$ cat config.mk
export PLATFORM = sky130hd
export DESIGN_NAME = hazard_stall_ctrl
export DESIGN_NICKNAME = d
export VERILOG_FILES = /design/src/rtl/hazard_stall_ctrl.sv
export SDC_FILE = /design/constraint.sdc
export NUM_CORES = 1
export LEC_CHECK = 0
export ABC_AREA = 0
export BUFFER_PORTS_ARGS = -buffer_cell sky130_fd_sc_hd__buf_2
export CORE_UTILIZATION = 48
export DETAILED_ROUTE_END_ITERATION = 7
export GPL_TIMING_DRIVEN = 0
export MAX_ROUTING_LAYER = met4
export PLACE_DENSITY = 0.83
export SYNTH_ARGS = -nofsm -noshare
export SYNTH_HDL_FRONTEND = slang
export SYNTH_SLANG_ARGS = --single-unit
$ cat constraint.sdc
create_clock -name clk -period 1.9 [get_ports clk]
set_input_delay 0 -clock clk [delete_from_list [all_inputs] [get_ports clk]]
set_output_delay 0 -clock clk [all_outputs]
set_load 0.05 [all_outputs]
$ cat src/rtl/hazard_stall_ctrl.sv
// Pipeline sequencing controller: gates the PC and pipeline-register enables.
// Inserts bubbles and flushes for load-use hazards, taken branches and
// data-memory wait states. Also keeps a saturating stall counter and a
// sticky memory-timeout flag.
module hazard_stall_ctrl #(
  parameter int unsigned TIMEOUT = 16,
  parameter int unsigned CNT_W   = 32
) (
  input  logic             clk,
  input  logic             reset_n,
  input  logic             id_valid,
  input  logic [4:0]       id_rs1,
  input  logic [4:0]       id_rs2,
  input  logic             id_uses_rs2,
  input  logic             ex_mem_read,
  input  logic [4:0]       ex_rd,
  input  logic             ex_branch_taken,
  input  logic             mem_req,
  input  logic             dmem_ready,
  output logic             pc_write,
  output logic             ifid_write,
  output logic             ifid_flush,
  output logic             idex_write,
  output logic             idex_bubble,
  output logic             exmem_write,
  output logic [CNT_W-1:0] stall_cycles,
  output logic             timeout_err
);

  typedef enum logic [1:0] {RUN, MEM_WAIT, ERROR} state_t;

  // Control bundle order: {pc, ifid, flush, idex, bubble, exmem}
  localparam logic [5:0] CTL_HOLD   = 6'b000000;
  localparam logic [5:0] CTL_SQUASH = 6'b111111;
  localparam logic [5:0] CTL_LDUSE  = 6'b000111;
  localparam logic [5:0] CTL_GO     = 6'b110101;
  localparam logic [7:0] TMO        = 8'(TIMEOUT);

  state_t     state, state_nx;
  logic [7:0] wait_cnt, wait_nx;
  logic       err_set;
  logic       mem_stall, load_use, ms_eff;
  logic [5:0] nrm, ctl, ctl_q;
  logic       cnt_inc;

  assign mem_stall = mem_req & ~dmem_ready;
  assign load_use  = id_valid & ex_mem_read & (ex_rd != 5'd0) &
                     ((ex_rd == id_rs1) | (id_uses_rs2 & (ex_rd == id_rs2)));
  // In the MEM_WAIT release cycle the memory stall is treated as resolved.
  assign ms_eff    = (state == RUN) & mem_stall;

  // Normal evaluation: mem stall beats branch, which beats load-use.
  always_comb begin
    nrm = CTL_GO;
    if (ms_eff)               nrm = CTL_HOLD;
    else if (ex_branch_taken) nrm = CTL_SQUASH;
    else if (load_use)        nrm = CTL_LDUSE;
  end

  // Next-state, wait counter and control selection per state.
  always_comb begin
    state_nx = state;
    wait_nx  = wait_cnt;
    err_set  = 1'b0;
    ctl      = CTL_HOLD;
    case (state)
      RUN: begin
        ctl = nrm;
        if (mem_stall) begin
          state_nx = MEM_WAIT;
          wait_nx  = 8'd1;
        end
      end
      MEM_WAIT: begin
        if (dmem_ready) begin
          ctl      = nrm;
          state_nx = RUN;
          wait_nx  = 8'd0;
        end else if (wait_cnt < TMO) begin
          wait_nx = wait_cnt + 8'd1;
        end else begin
          state_nx = ERROR;
          err_set  = 1'b1;
        end
      end
      ERROR:   ctl = CTL_HOLD;
      default: state_nx = RUN;
    endcase
  end

  // Reset forces every enable and flush/bubble low, independent of the clock.
  assign ctl_q = reset_n ? ctl : CTL_HOLD;
  assign {pc_write, ifid_write, ifid_flush, idex_write, idex_bubble, exmem_write} = ctl_q;

  // The edge that enters ERROR is not counted; the counter freezes from there on.
  assign cnt_inc = ~ctl[5] & (state != ERROR) & (state_nx != ERROR);

  // State register and wait counter.
  always_ff @(posedge clk or negedge reset_n) begin
    if (!reset_n) begin
      state    <= RUN;
      wait_cnt <= 8'd0;
    end else begin
      state    <= state_nx;
      wait_cnt <= wait_nx;
    end
  end

  // Saturating stall-cycle counter.
  always_ff @(posedge clk or negedge reset_n) begin
    if (!reset_n)                      stall_cycles <= '0;
    else if (cnt_inc && !(&stall_cycles)) stall_cycles <= stall_cycles + CNT_W'(1);
  end

  // Sticky timeout flag; only reset clears it.
  always_ff @(posedge clk or negedge reset_n) begin
    if (!reset_n)     timeout_err <= 1'b0;
    else if (err_set) timeout_err <= 1'b1;
  end

endmodule

-- Word level (Yosys, flattened, before mapping)
Index checks and enable logic that the tools add are counted.
W data, S select, Z words.
- flip-flop bits (word level): 43
- input port bits: 23
- add/subtract/negate cells: 2
- magnitude comparators: 1
- eq/ne operators: 8
- mux-type cells: 17
- bitwise operators: 11
- reductions and logical operators: 7
- operators by type and width (cell ; count):
    $add A32 B1 Y32 const B ; 1
    $reduce_and A32 Y1 ; 1
    $mux W6 ; 5
    $mux W8 ; 3
    $pmux W8 S2 ; 1
    $pmux W6 S2 ; 1
    $eq A5 B5 Y1 ; 2
    $add A8 B1 Y8 const B ; 1
    $and A1 B1 Y1 ; 8
    $lt A8 B5 Y1 const B ; 1
    $mux W2 ; 3
    $ne A2 B2 Y1 const B ; 3
    $pmux W2 S3 ; 1
    $reduce_bool A5 Y1 ; 1
    $mux W1 ; 3
    $ne A3 B3 Y1 const B ; 1
    $reduce_and A3 Y1 ; 1
    $eq A2 B1 Y1 const B ; 1
    $eq A2 B2 Y1 const B ; 1
    $logic_not A2 Y1 ; 1
    $not A1 Y1 ; 2
    $reduce_bool A2 Y1 ; 1
    $logic_and A1 B1 Y1 ; 1
    $logic_not A1 Y1 ; 1
    $or A1 B1 Y1 ; 1

-- Depth between registers and ports, before layout
Gate-level depths: netlist of run 1.
- depth after elaboration: 13
- gate-level depth with buffers: 8
- gate-level depth less buffers: 7

-- Least setup slack after synthesis of run 1
No wires, ideal clock.
- path type: register to register
- start: register stall_cycles[0]
- end: register stall_cycles[19]
- library setup time: 149 ps
- data arrival time: 2310 ps
- required time: 1751 ps
- path slack: -559 ps
- cell stages (with the launch flop): 9
- clock period less this slack: 2459 ps
- cell sequence: dfrtp_1 > ha_1 > nand3_1 > nor4_4 > nand3_1 > nor2_4 > buf_2 > nor3_1 > xor2_1
- cells in the longest elaborated chain, start to end: 3
- ends and longest elaborated chain (element ; RTL line ; RTL):
    start, declared ; 26 ; output logic [CNT_W-1:0] stall_cycles,
    start signal, assigned ; 112 ; else if (cnt_inc && !(&stall_cycles)) stall_cycles <= stall_cycles + CNT_W'(1);
    branches (longest 3 deep; another with $add A32 B1 Y32) ; -- ;
Parallel ways; which one is timed is not known.
A chain may end at the register's enable or synchronous reset.

-- Final worst setup path of run 1
- start: register wait_cnt[5]
- end: register stall_cycles[30]
- cells in the longest elaborated chain, start to end: 7
- ends and longest elaborated chain (element ; RTL line ; RTL):
    start, declared ; 40 ; logic [7:0] wait_cnt, wait_nx;
    start signal, assigned ; 105 ; wait_cnt <= wait_nx;
    $lt A8 B5 Y1 ; 79 ; end else if (wait_cnt < TMO) begin
    $mux W2 ; 79 ;
    $mux W2 ; 75 ; if (dmem_ready) begin
    $pmux W2 S3 ; 66 ; case (state)
    named net state_nx[1] ; 39 ; state_t state, state_nx;
    $ne A2 B2 Y1 ; 96 ; assign cnt_inc = ~ctl[5] & (state != ERROR) & (state_nx != ERROR);
    $and A1 B1 Y1 ; 96 ;
    $logic_and A1 B1 Y1 ; 112 ;
The timed path passes the listed nets, and every way through them passes these cells.

==> qor.txt, run 1 <==
insertion delay of the later-clocked pin in the worst-skew pair -> 290 ps
die height -> 72.5 um
Std-Cell Core Area -> 0.00475 mm2
f_max -> 0.472 GHz
most common cell in the netlist -> dfrtp_1
Placed Cells -> 364
mapped cell area -> 0.00239 mm2
initial antenna violation count -> 0
share of the synthesized area in the top cell type -> 0.451
Final ANT Viol Nets -> 0
hpwl dp -> 3780 um
Seq cells post-synth -> 43
status -> complete, but fails checks
CTS HTree Levels -> 2
Worst Hold Class -> input pin to flip-flop
# DRC -> 0
DR WL/cell -> 17.3 um
total chip power -> 2.77 mW
Placement Rows -> 25
gr ovfl total -> 0
ys async rst share -> 1.00
Logic pwr share -> 0.354
multi-input logic area -> 0.00154 mm2
die area -> 0.00526 mm2
via count of the first global-routing pass -> 1,985
I/O pin count -> 62
routed vias -> 2,280
Clk pwr share -> 0.205
simple logic cell fraction of the synthesized area -> 0.283
Tcrit/Tclk final -> 1.11
YS warnings -> 0
die width -> 72.5 um
clk_skew -> 3.31 ps
Post-DP Area -> 0.00294 mm2
Initial DRT Pass Iterations -> 5
Final Setup Violations -> 31
min cycle time layout -> 2120 ps
post-route setup slack -> -217 ps
placer congestion estimate -> 0.802
Final Slew Violations -> 0
Via density -> 5.69
EDFF count, synth -> 0
root buf cell -> clkbuf_8
Initial Utilization -> 0.502
number of hold violations in the final report -> 0
Clk pin slew, worst setup/hold paths -> 80 ps
Cell variety after synth -> 43
crit path DAT -> 2300 ps
nets -> 358
Tightest Pin Transition -> 459 ps
slew margin rel. -> 0.694
Buf/Inv on CP -> 2
Syn Nets -> 261
CP Data Required Time -> 2080 ps
GRT Resource Usage Total -> 0.232
Sw Share -> 0.412
Synth Flop Type -> dfrtp_1
Compound-Gate Fraction of Synth Area -> 0.0687
crit path kind -> flip-flop to flip-flop
top cells by area, synth -> dfrtp_1 (45%), xor2_1 (9.9%), xnor2_1 (4.4%), nor4_2 (4.2%), nand2_1 (3.1%)
CP Cell Sequence -> nor4_4 -> buf_4 -> o22ai_4 -> nor4_4 -> a21oi_4 -> buf_6 -> nor3b_4 -> mux2_4
port bufs -> 61
largest family of logic cells by synthesized area -> simple AND/OR/NAND/NOR gates
mux share of post-synthesis cell area -> 0.00944
FILL cells -> 320
CTS tree -> done
adder-cell share of the synthesized area -> 0.0105
Synth Area in XOR/XNOR -> 0.143
Mean Syn Cell Area -> 10.1 um2
PwrDens -> 787 mW/mm2
Sink Count -> 43
sequential power share -> 0.441
crit path max-delay cell type -> dfrtp_1
Setup TNS Final -> -3460 ps
final core occ -> 0.739
failing checks -> negative setup slack
design area -> 0.00352 mm2
Num CTS Buffers -> 5
cell count after synthesis -> 236
RSZ-0062 raised after global routing -> yes
Worst Path Max Fanout -> 6
DRT iter0 DRCs -> 164
Worst Setup End Kind -> flip-flop
# diodes -> 0
crit path launch type -> flip-flop
crit-path max cell delay -> 410 ps
post-synthesis sequential area ratio -> 0.451
Static Leak -> 1.60 nW
first-pass GRT wire length -> 9070 um
delay-heaviest family, CP -> simple AND/OR/NAND/NOR gates
Power Internal -> 1.63 mW
Finished Layout Cells -> 401
largest net degree at the start of global routing -> 45
max-cap violations -> 0
NetSw -> 1.14 mW
Placement Setup Slack -> -403 ps
Bufs on Longest Clock Path -> 2
synth cell count leaders -> dfrtp_1 (43), xor2_1 (27), nand2_1 (20)
Worst IR Drop VDD -> 0.668 mV
Top cell by count, worst path -> nor4_4
share of cells above drive strength 1 -> 0.521
worst hold slack -> 114 ps
routed wire length -> 6940 um
Synth area leader -> dfrtp_1
Reg area -> 0.00110 mm2
area added between synthesis and finish -> 47.4%
## worst paths after layout
| check | endpoint | slack [ps] | start | cells after the start |
|---|---|---|---|---|
| min in group asynchronous | stall_cycles[12]$_DFFE_PN0P_ | 280 | reset_n | 3 |
| setup reg to reg | stall_cycles[30]$_DFFE_PN0P_ | -220 | wait_cnt[5]$_DFFE_PN0P_ | 8 |
| hold / removal | timeout_err$_DFFE_PN0P_ | 110 | dmem_ready | 3 |
| max in group asynchronous | stall_cycles[1]$_DFFE_PN0P_ | 1400 | reset_n | 3 |
| hold reg to reg | timeout_err$_DFFE_PN0P_ | 480 | timeout_err$_DFFE_PN0P_ | 1 |
| setup / recovery | stall_cycles[30]$_DFFE_PN0P_ | -220 | wait_cnt[5]$_DFFE_PN0P_ | 8 |
## final cells by class
class,count,area share
sequential,43,0.314
buffer,9,0.0274
inverter,7,0.00747
timing repair buffer,90,0.167
multi-input combinational,177,0.437
clock buffer,8,0.0228
tap,67,0.0238
## kinds of logic after synthesis
group | after synthesis
simple gates | 111
flops | 43
compound gates | 23
mux | 2
xor+xnor | 39
buf+inv | 16
fa+ha+maj | 2
## power groups by stage
stage / sequential (mW) / combinational [mW] / clock (mW)
6_report: 1.22 / 0.981 / 0.566
5_1_grt: 1.24 / 1.04 / 0.617
3_3_place_gp: 1.22 / 0.827 / 0
4_1_cts: 1.21 / 0.887 / 0.580
2_1_floorplan: 1.52 / 0.318 / 0
3_5_place_dp: 1.23 / 0.845 / 0
## sequential cells by signal, indices dropped and copies added, names as in the netlist
name          cells
state             2
wait_cnt          8
timeout_err       1
stall_cycles     32
## placed cells by master (no fill, tap or decap), types with 2 or more instances in the layout
master         synthesis  final
clkbuf_8               0      5
dfrtp_1               43     21
o21ai_0                3      2
nor2b_1                2      2
buf_4                  2     25
xor2_1                27     27
nor3_2                 0     13
dlygate4sd3_1          0      2
clkbuf_1               1      3
nand2_1               20     20
and3_1                 6      6
a41oi_1                2      2
a21oi_1                4      3
buf_2                  5     60
buf_12                 0      2
nand3_2                0      4
nand4_1                8      8
nor2_1                19     17
nand3_4                0      2
xnor2_1               12     12
a31oi_1                3      3
nor2_2                 0      2
o21a_1                 2      2
nor3b_2                0      4
nor4_4                 2     11
inv_1                  7      7
nand3_1               14      8
and4_1                 3      3
dfrtp_2                0     22
buf_6                  1      5
## worst register-to-register path, stage by stage, from the launching register on
cell	delay, ps
dfrtp_1	410
nor4_4	340
buf_4	180
o22ai_4	70
nor4_4	180
a21oi_4	140
buf_6	170
nor3b_4	180
mux2_4	320
## what timing repair did
item / CTS / global route
hold buffers: 1 / 2
buffers inserted: 12 / 12
cloned: 1 / 1
endpoints found under the setup margin: 37 / 33
endpoints found under the hold margin: 44 / 43
gates resized for setup: 13 / 30
pin swaps: 8 / 14
## per-layer routing
metal	global-route usage	share of wire
met4	0.0850	0.028
met5	-	0
met3	0.0458	0.055
met1	0.287	0.41
met2	0.377	0.50
(Power assumes the default switching activity.)
==> run 2: changes to the inputs <==
--- a/config.mk
+++ b/config.mk
@@ -7,6 +7,7 @@
 export LEC_CHECK = 0
 export ABC_AREA = 0
 export BUFFER_PORTS_ARGS = -buffer_cell sky130_fd_sc_hd__buf_2
+export CORE_MARGIN = 2
 export CORE_UTILIZATION = 48
 export DETAILED_ROUTE_END_ITERATION = 7
 export GPL_TIMING_DRIVEN = 0
==> run 2 against run 1 <==
  * The flow still finishes with violations (negative setup slack)
  * Register-to-register slack got worse by 60 ps
  * Non-clock buffer count decreased by 5
  * Clock-buffer cell count shrank 3
  * Clock skew up 4.3 ps
  * Core utilization up 0.89 points
  * Clock power rose by 54%
  * Maximum frequency down 2.8%
  * Routed wire length is 1.9% lower
==> qor.txt, run 2 (synthesized netlist as in run 1, its figures left out) <==
Num CTS Buffers -> 5
clk_skew -> 7.60 ps
crit path kind -> flip-flop to flip-flop
Tightest Pin Transition -> 488 ps
Sink Count -> 43
Top Registers -> stall_cycles x32, wait_cnt x8, state x2
multi-input logic area -> 0.00158 mm2
Initial DRT Pass Iterations -> 4
# DRC -> 0
routed wire length -> 6800 um
Worst Path Max Fanout -> 6
CTS HTree Levels -> 2
largest net degree at the start of global routing -> 45
max reg flops -> 32
most frequent cells in the layout -> buf_2 (60), xor2_1 (27), dfrtp_2 (23), nand2_1 (20), dfrtp_1 (20)
Worst Hold Class -> input pin to flip-flop
max-cap violations -> 0
Final Setup Violations -> 33
Tcrit/Tclk final -> 1.15
via count of the first global-routing pass -> 2,080
root buf cell -> clkbuf_8
failing checks -> negative setup slack
CP Data Required Time -> 2100 ps
Std-Cell Core Area -> 0.00475 mm2
initial antenna violation count -> 0
register name with the most flops -> stall_cycles
port bufs -> 61
nets -> 353
Worst IR Drop VDD -> 1.02 mV
DRT iter0 DRCs -> 147
die height -> 74.5 um
Clk pin slew, worst setup/hold paths -> 90 ps
PwrDens -> 874 mW/mm2
gr ovfl total -> 0
total chip power -> 3.11 mW
Static Leak -> 1.63 nW
Reg area -> 0.00110 mm2
Worst Setup End Kind -> flip-flop
GRT Resource Usage Total -> 0.236
placer congestion estimate -> 0.765
die width -> 74.5 um
Placement Rows -> 25
CTS tree -> done
min cycle time layout -> 2180 ps
Bufs on Longest Clock Path -> 2
I/O pin count -> 62
# diodes -> 0
f_max -> 0.459 GHz
insertion delay of the later-clocked pin in the worst-skew pair -> 310 ps
Via density -> 5.63
routed vias -> 2,228
first-pass GRT wire length -> 9670 um
post-route setup slack -> -277 ps
DR WL/cell -> 17.2 um
slew margin rel. -> 0.675
die area -> 0.00555 mm2
RSZ-0062 raised after global routing -> yes
share of cells above drive strength 1 -> 0.529
Initial Utilization -> 0.502
commonest non-fill, non-tap cell in the layout -> buf_2
final core occ -> 0.748
Final Slew Violations -> 0
crit path launch type -> flip-flop
FILL cells -> 295
number of hold violations in the final report -> 0
Final ANT Viol Nets -> 0
hpwl dp -> 3730 um
area added between synthesis and finish -> 49.1%
status -> complete, but fails checks
crit path DAT -> 2380 ps
==> run 2: cell types whose count changed in the layout (fill, tap and decap cells not counted), sizes merged <==
cell / delta
clkinvlp: +1
bufinv: +2
buf: -4
clkbuf: -4
==> run 2: final cells by class <==
type	count	share of cell area
buffer	9	0.0246
clock buffer	5	0.0193
clock inverter	3	0.0190
inverter	7	0.00738
multi-input combinational	177	0.445
sequential	43	0.310
tap	67	0.0236
timing repair buffer	85	0.150
==> run 2: final timing paths <==
path | startpoint | endpoint | slack, ps | cells after the start
max | wait_cnt[6]$_DFFE_PN0P_ | stall_cycles[30]$_DFFE_PN0P_ | -280 | 7
min | dmem_ready | timeout_err$_DFFE_PN0P_ | 110 | 3
max reg2reg | wait_cnt[6]$_DFFE_PN0P_ | stall_cycles[30]$_DFFE_PN0P_ | -280 | 7
min in group asynchronous | reset_n | timeout_err$_DFFE_PN0P_ | 240 | 3
min reg2reg | stall_cycles[18]$_DFFE_PN0P_ | stall_cycles[18]$_DFFE_PN0P_ | 480 | 1
max in group asynchronous | reset_n | stall_cycles[5]$_DFFE_PN0P_ | 1440 | 3
==> run 2: what timing repair did <==
item	CTS	global route
endpoints found under the setup margin	36	34
hold endpoints to repair	44	43
cloned	1	1
hold buffers	1	2
buffers inserted	10	9
gates resized for setup	18	41
pin swaps	7	30
==> run 2: stage by stage <==
step	instance area [um2]	setup TNS (ps)	hold slack, ps	setup slack (ps)	std cells
6_report	3560	-5860	114	-277	396
5_1_grt	3560	-9190	144	-370	396
4_1_cts	3250	-4210	-130	-214	384
3_5_place_dp	2940	-9660	208	-377	364
3_3_place_gp	2940	-8170	195	-366	364
2_1_floorplan	2550	-3280	-296	-158	236
==> run 2: per-layer routing <==
layer | share of wire | vias to the layer above | wire length (um) | GRT usage
li1 | - | 1023 | - | -
met1 | 0.43 | 1101 | 2930 | 0.302
met2 | 0.49 | 86 | 3330 | 0.365
met3 | 0.053 | 18 | 360 | 0.0474
met4 | 0.026 | 0 | 177 | 0.0992
met5 | 0 | - | 0 | -
==> run 2: report_power, final <==
| part | internal [mW] | total [mW] | switching, mW |
|---|---|---|---|
| combinational | 0.325 | 1.01 | 0.682 |
| clock | 0.524 | 0.870 | 0.345 |
| sequential | 1.05 | 1.23 | 0.185 |
| total | 1.90 | 3.11 | 1.21 |
==> run 2: worst max-delay path, cell delays in order (launching register included) <==
cell and delay, ps:
dfrtp_1 420, nor4_4 360, o22ai_2 150, nor4_4 330
a21oi_4 140, buf_6 170, nor3b_4 180, mux2_4 310
==> run 3: changes to the inputs <==
--- a/config.mk
+++ b/config.mk
@@ -9,9 +9,9 @@
 export BUFFER_PORTS_ARGS = -buffer_cell sky130_fd_sc_hd__buf_2
 export CORE_MARGIN = 2
 export CORE_UTILIZATION = 48
+export CTS_BUF_LIST = sky130_fd_sc_hd__clkbuf_4 sky130_fd_sc_hd__clkbuf_8 sky130_fd_sc_hd__clkbuf_16
 export DETAILED_ROUTE_END_ITERATION = 7
 export GPL_TIMING_DRIVEN = 0
-export MAX_ROUTING_LAYER = met4
 export PLACE_DENSITY = 0.83
 export SYNTH_ARGS = -nofsm -noshare
 export SYNTH_HDL_FRONTEND = slang
==> run 3 against run 2 <==
  * Critical path depth did not move
  * Critical endpoint unchanged
  * The run still ends with negative setup slack left
  * Critical path type unchanged
  * Register-to-register slack barely moved
  * First-iteration DRC count fell by 0.68%
  * Clock power fell by 0.5%
  * Maximum frequency fell by 0.38%
  * Largest power group unchanged
  * Hold slack got worse by 1.5 ps
  * Flip-flop and latch count did not move
==> qor.txt, run 3 (synthesized netlist as in run 1, its figures left out) <==
I/O pin count -> 62
Tcrit/Tclk final -> 1.15
CTS tree -> done
Worst Setup End Kind -> flip-flop
# DRC -> 0
hpwl dp -> 3730 um
root buf cell -> clkbuf_8
Power Internal -> 1.90 mW
Num CTS Buffers -> 5
Initial DRT Pass Iterations -> 4
final core occ -> 0.748
PwrDens -> 872 mW/mm2
post-route setup slack -> -285 ps
initial antenna violation count -> 0
via count of the first global-routing pass -> 2,081
FILL cells -> 295
die height -> 74.5 um
Placement Rows -> 25
Top Registers -> stall_cycles x32, wait_cnt x8, state x2
DR WL/cell -> 17.1 um
f_max -> 0.458 GHz
Final ANT Viol Nets -> 0
register name with the most flops -> stall_cycles
first-pass GRT wire length -> 9650 um
Reg area -> 0.00110 mm2
gr ovfl total -> 0
max reg flops -> 32
Sink Count -> 43
# diodes -> 0
CTS HTree Levels -> 2
routed vias -> 2,239
Top cell by count, worst path -> nor4_4
Worst Hold Class -> input pin to flip-flop
placer congestion estimate -> 0.755
crit path max-delay cell type -> dfrtp_1
nets -> 353
min cycle time layout -> 2190 ps
Placement Setup Slack -> -377 ps
Final Slew Violations -> 0
failing checks -> negative setup slack
Worst Path Max Fanout -> 6
sequential power share -> 0.397
crit-path max cell delay -> 420 ps
multi-input logic area -> 0.00158 mm2
RSZ-0062 raised after global routing -> yes
Logic pwr share -> 0.324
area added between synthesis and finish -> 49.1%
commonest non-fill, non-tap cell in the layout -> buf_2
crit path DAT -> 2390 ps
crit path launch type -> flip-flop
routed wire length -> 6770 um
clk_skew -> 6.25 ps
most frequent cells in the layout -> buf_2 (60), xor2_1 (27), dfrtp_2 (23), nand2_1 (20), dfrtp_1 (20)
Via density -> 5.65
port bufs -> 61
Clk pin slew, worst setup/hold paths -> 90 ps
CP Data Required Time -> 2100 ps
Buf/Inv on CP -> 1
die area -> 0.00555 mm2
Static Leak -> 1.63 nW
Std-Cell Core Area -> 0.00475 mm2
largest net degree at the start of global routing -> 45
slew margin rel. -> 0.673
Bufs on Longest Clock Path -> 2
delay-heaviest family, CP -> simple AND/OR/NAND/NOR gates
number of hold violations in the final report -> 0
total chip power -> 3.10 mW
crit path kind -> flip-flop to flip-flop
die width -> 74.5 um
Clk pwr share -> 0.279
DRT iter0 DRCs -> 146
share of cells above drive strength 1 -> 0.529
status -> complete, but fails checks
max-cap violations -> 0
NetSw -> 1.21 mW
Sw Share -> 0.389
Worst IR Drop VDD -> 1.01 mV
CP Cell Sequence -> nor4_4 -> o22ai_2 -> nor4_4 -> a21oi_4 -> buf_6 -> nor3b_4 -> mux2_4
Tightest Pin Transition -> 491 ps
Initial Utilization -> 0.502
Final Setup Violations -> 33
GRT Resource Usage Total -> 0.228
insertion delay of the later-clocked pin in the worst-skew pair -> 310 ps
-- run 3: cell counts in the layout (fill, tap and decap cells not counted) --
No cell type changed its count.
-- run 3: worst paths after layout --
path / from / end / slack, ps / cells after the start
worst min register to register: stall_cycles[9]$_DFFE_PN0P_ / stall_cycles[9]$_DFFE_PN0P_ / 480 / 1
worst min-delay path: dmem_ready / timeout_err$_DFFE_PN0P_ / 110 / 3
max in group asynchronous: reset_n / stall_cycles[5]$_DFFE_PN0P_ / 1430 / 3
min in group asynchronous: reset_n / timeout_err$_DFFE_PN0P_ / 240 / 3
worst max register to register: wait_cnt[6]$_DFFE_PN0P_ / stall_cycles[30]$_DFFE_PN0P_ / -290 / 7
worst max-delay path: wait_cnt[6]$_DFFE_PN0P_ / stall_cycles[30]$_DFFE_PN0P_ / -290 / 7
-- run 3: power by group through the flow --
stage	clock [mW]	sequential, mW	combinational [mW]
after floorplan	0	1.52	0.318
after global placement	0	1.23	0.828
after detailed placement	0	1.23	0.844
after CTS	0.871	1.21	0.905
after global routing	0.915	1.25	1.07
final	0.866	1.23	1.01
-- run 3: timing repair --
| item | CTS | global route |
|---|---|---|
| pin swaps | 7 | 30 |
| hold buffers | 1 | 2 |
| endpoints found under the setup margin | 36 | 34 |
| setup buffers | 10 | 9 |
| endpoints found under the hold margin | 44 | 43 |
| cloned | 1 | 1 |
| gates resized for setup | 18 | 41 |
-- run 3: cell type report --
cell class              instances  area share
multi-input cells             177       0.445
flip-flops and latches         43       0.310
repair buffers                 85       0.150
plain buffers                   9      0.0246
well taps                      67      0.0236
clock buffers                   5      0.0193
clock inverters                 3      0.0190
inverters                       7     0.00738
-- run 3: routing by layer --
layer	wire length, um	track usage
met3	344	0.0474
met4	181	0.0992
met2	3370	0.367
met1	2880	0.299
met5	0	0
-- run 3: worst min-delay path, cell delays in order --
cell and delay (ps):
buf_2 170, or3b_4 160, o21bai_1 60
-- run 3: through the flow --
| step | hold WS, ps | TNS (ps) | instance area (um2) | std cells |
|---|---|---|---|---|
| finish | 113 | -6220 | 3560 | 396 |
| global placement | 195 | -8170 | 2940 | 364 |
| detailed placement | 208 | -9660 | 2940 | 364 |
| CTS | -130 | -4210 | 3250 | 384 |
| floorplan | -296 | -3280 | 2550 | 236 |
| global route | 144 | -9190 | 3560 | 396 |
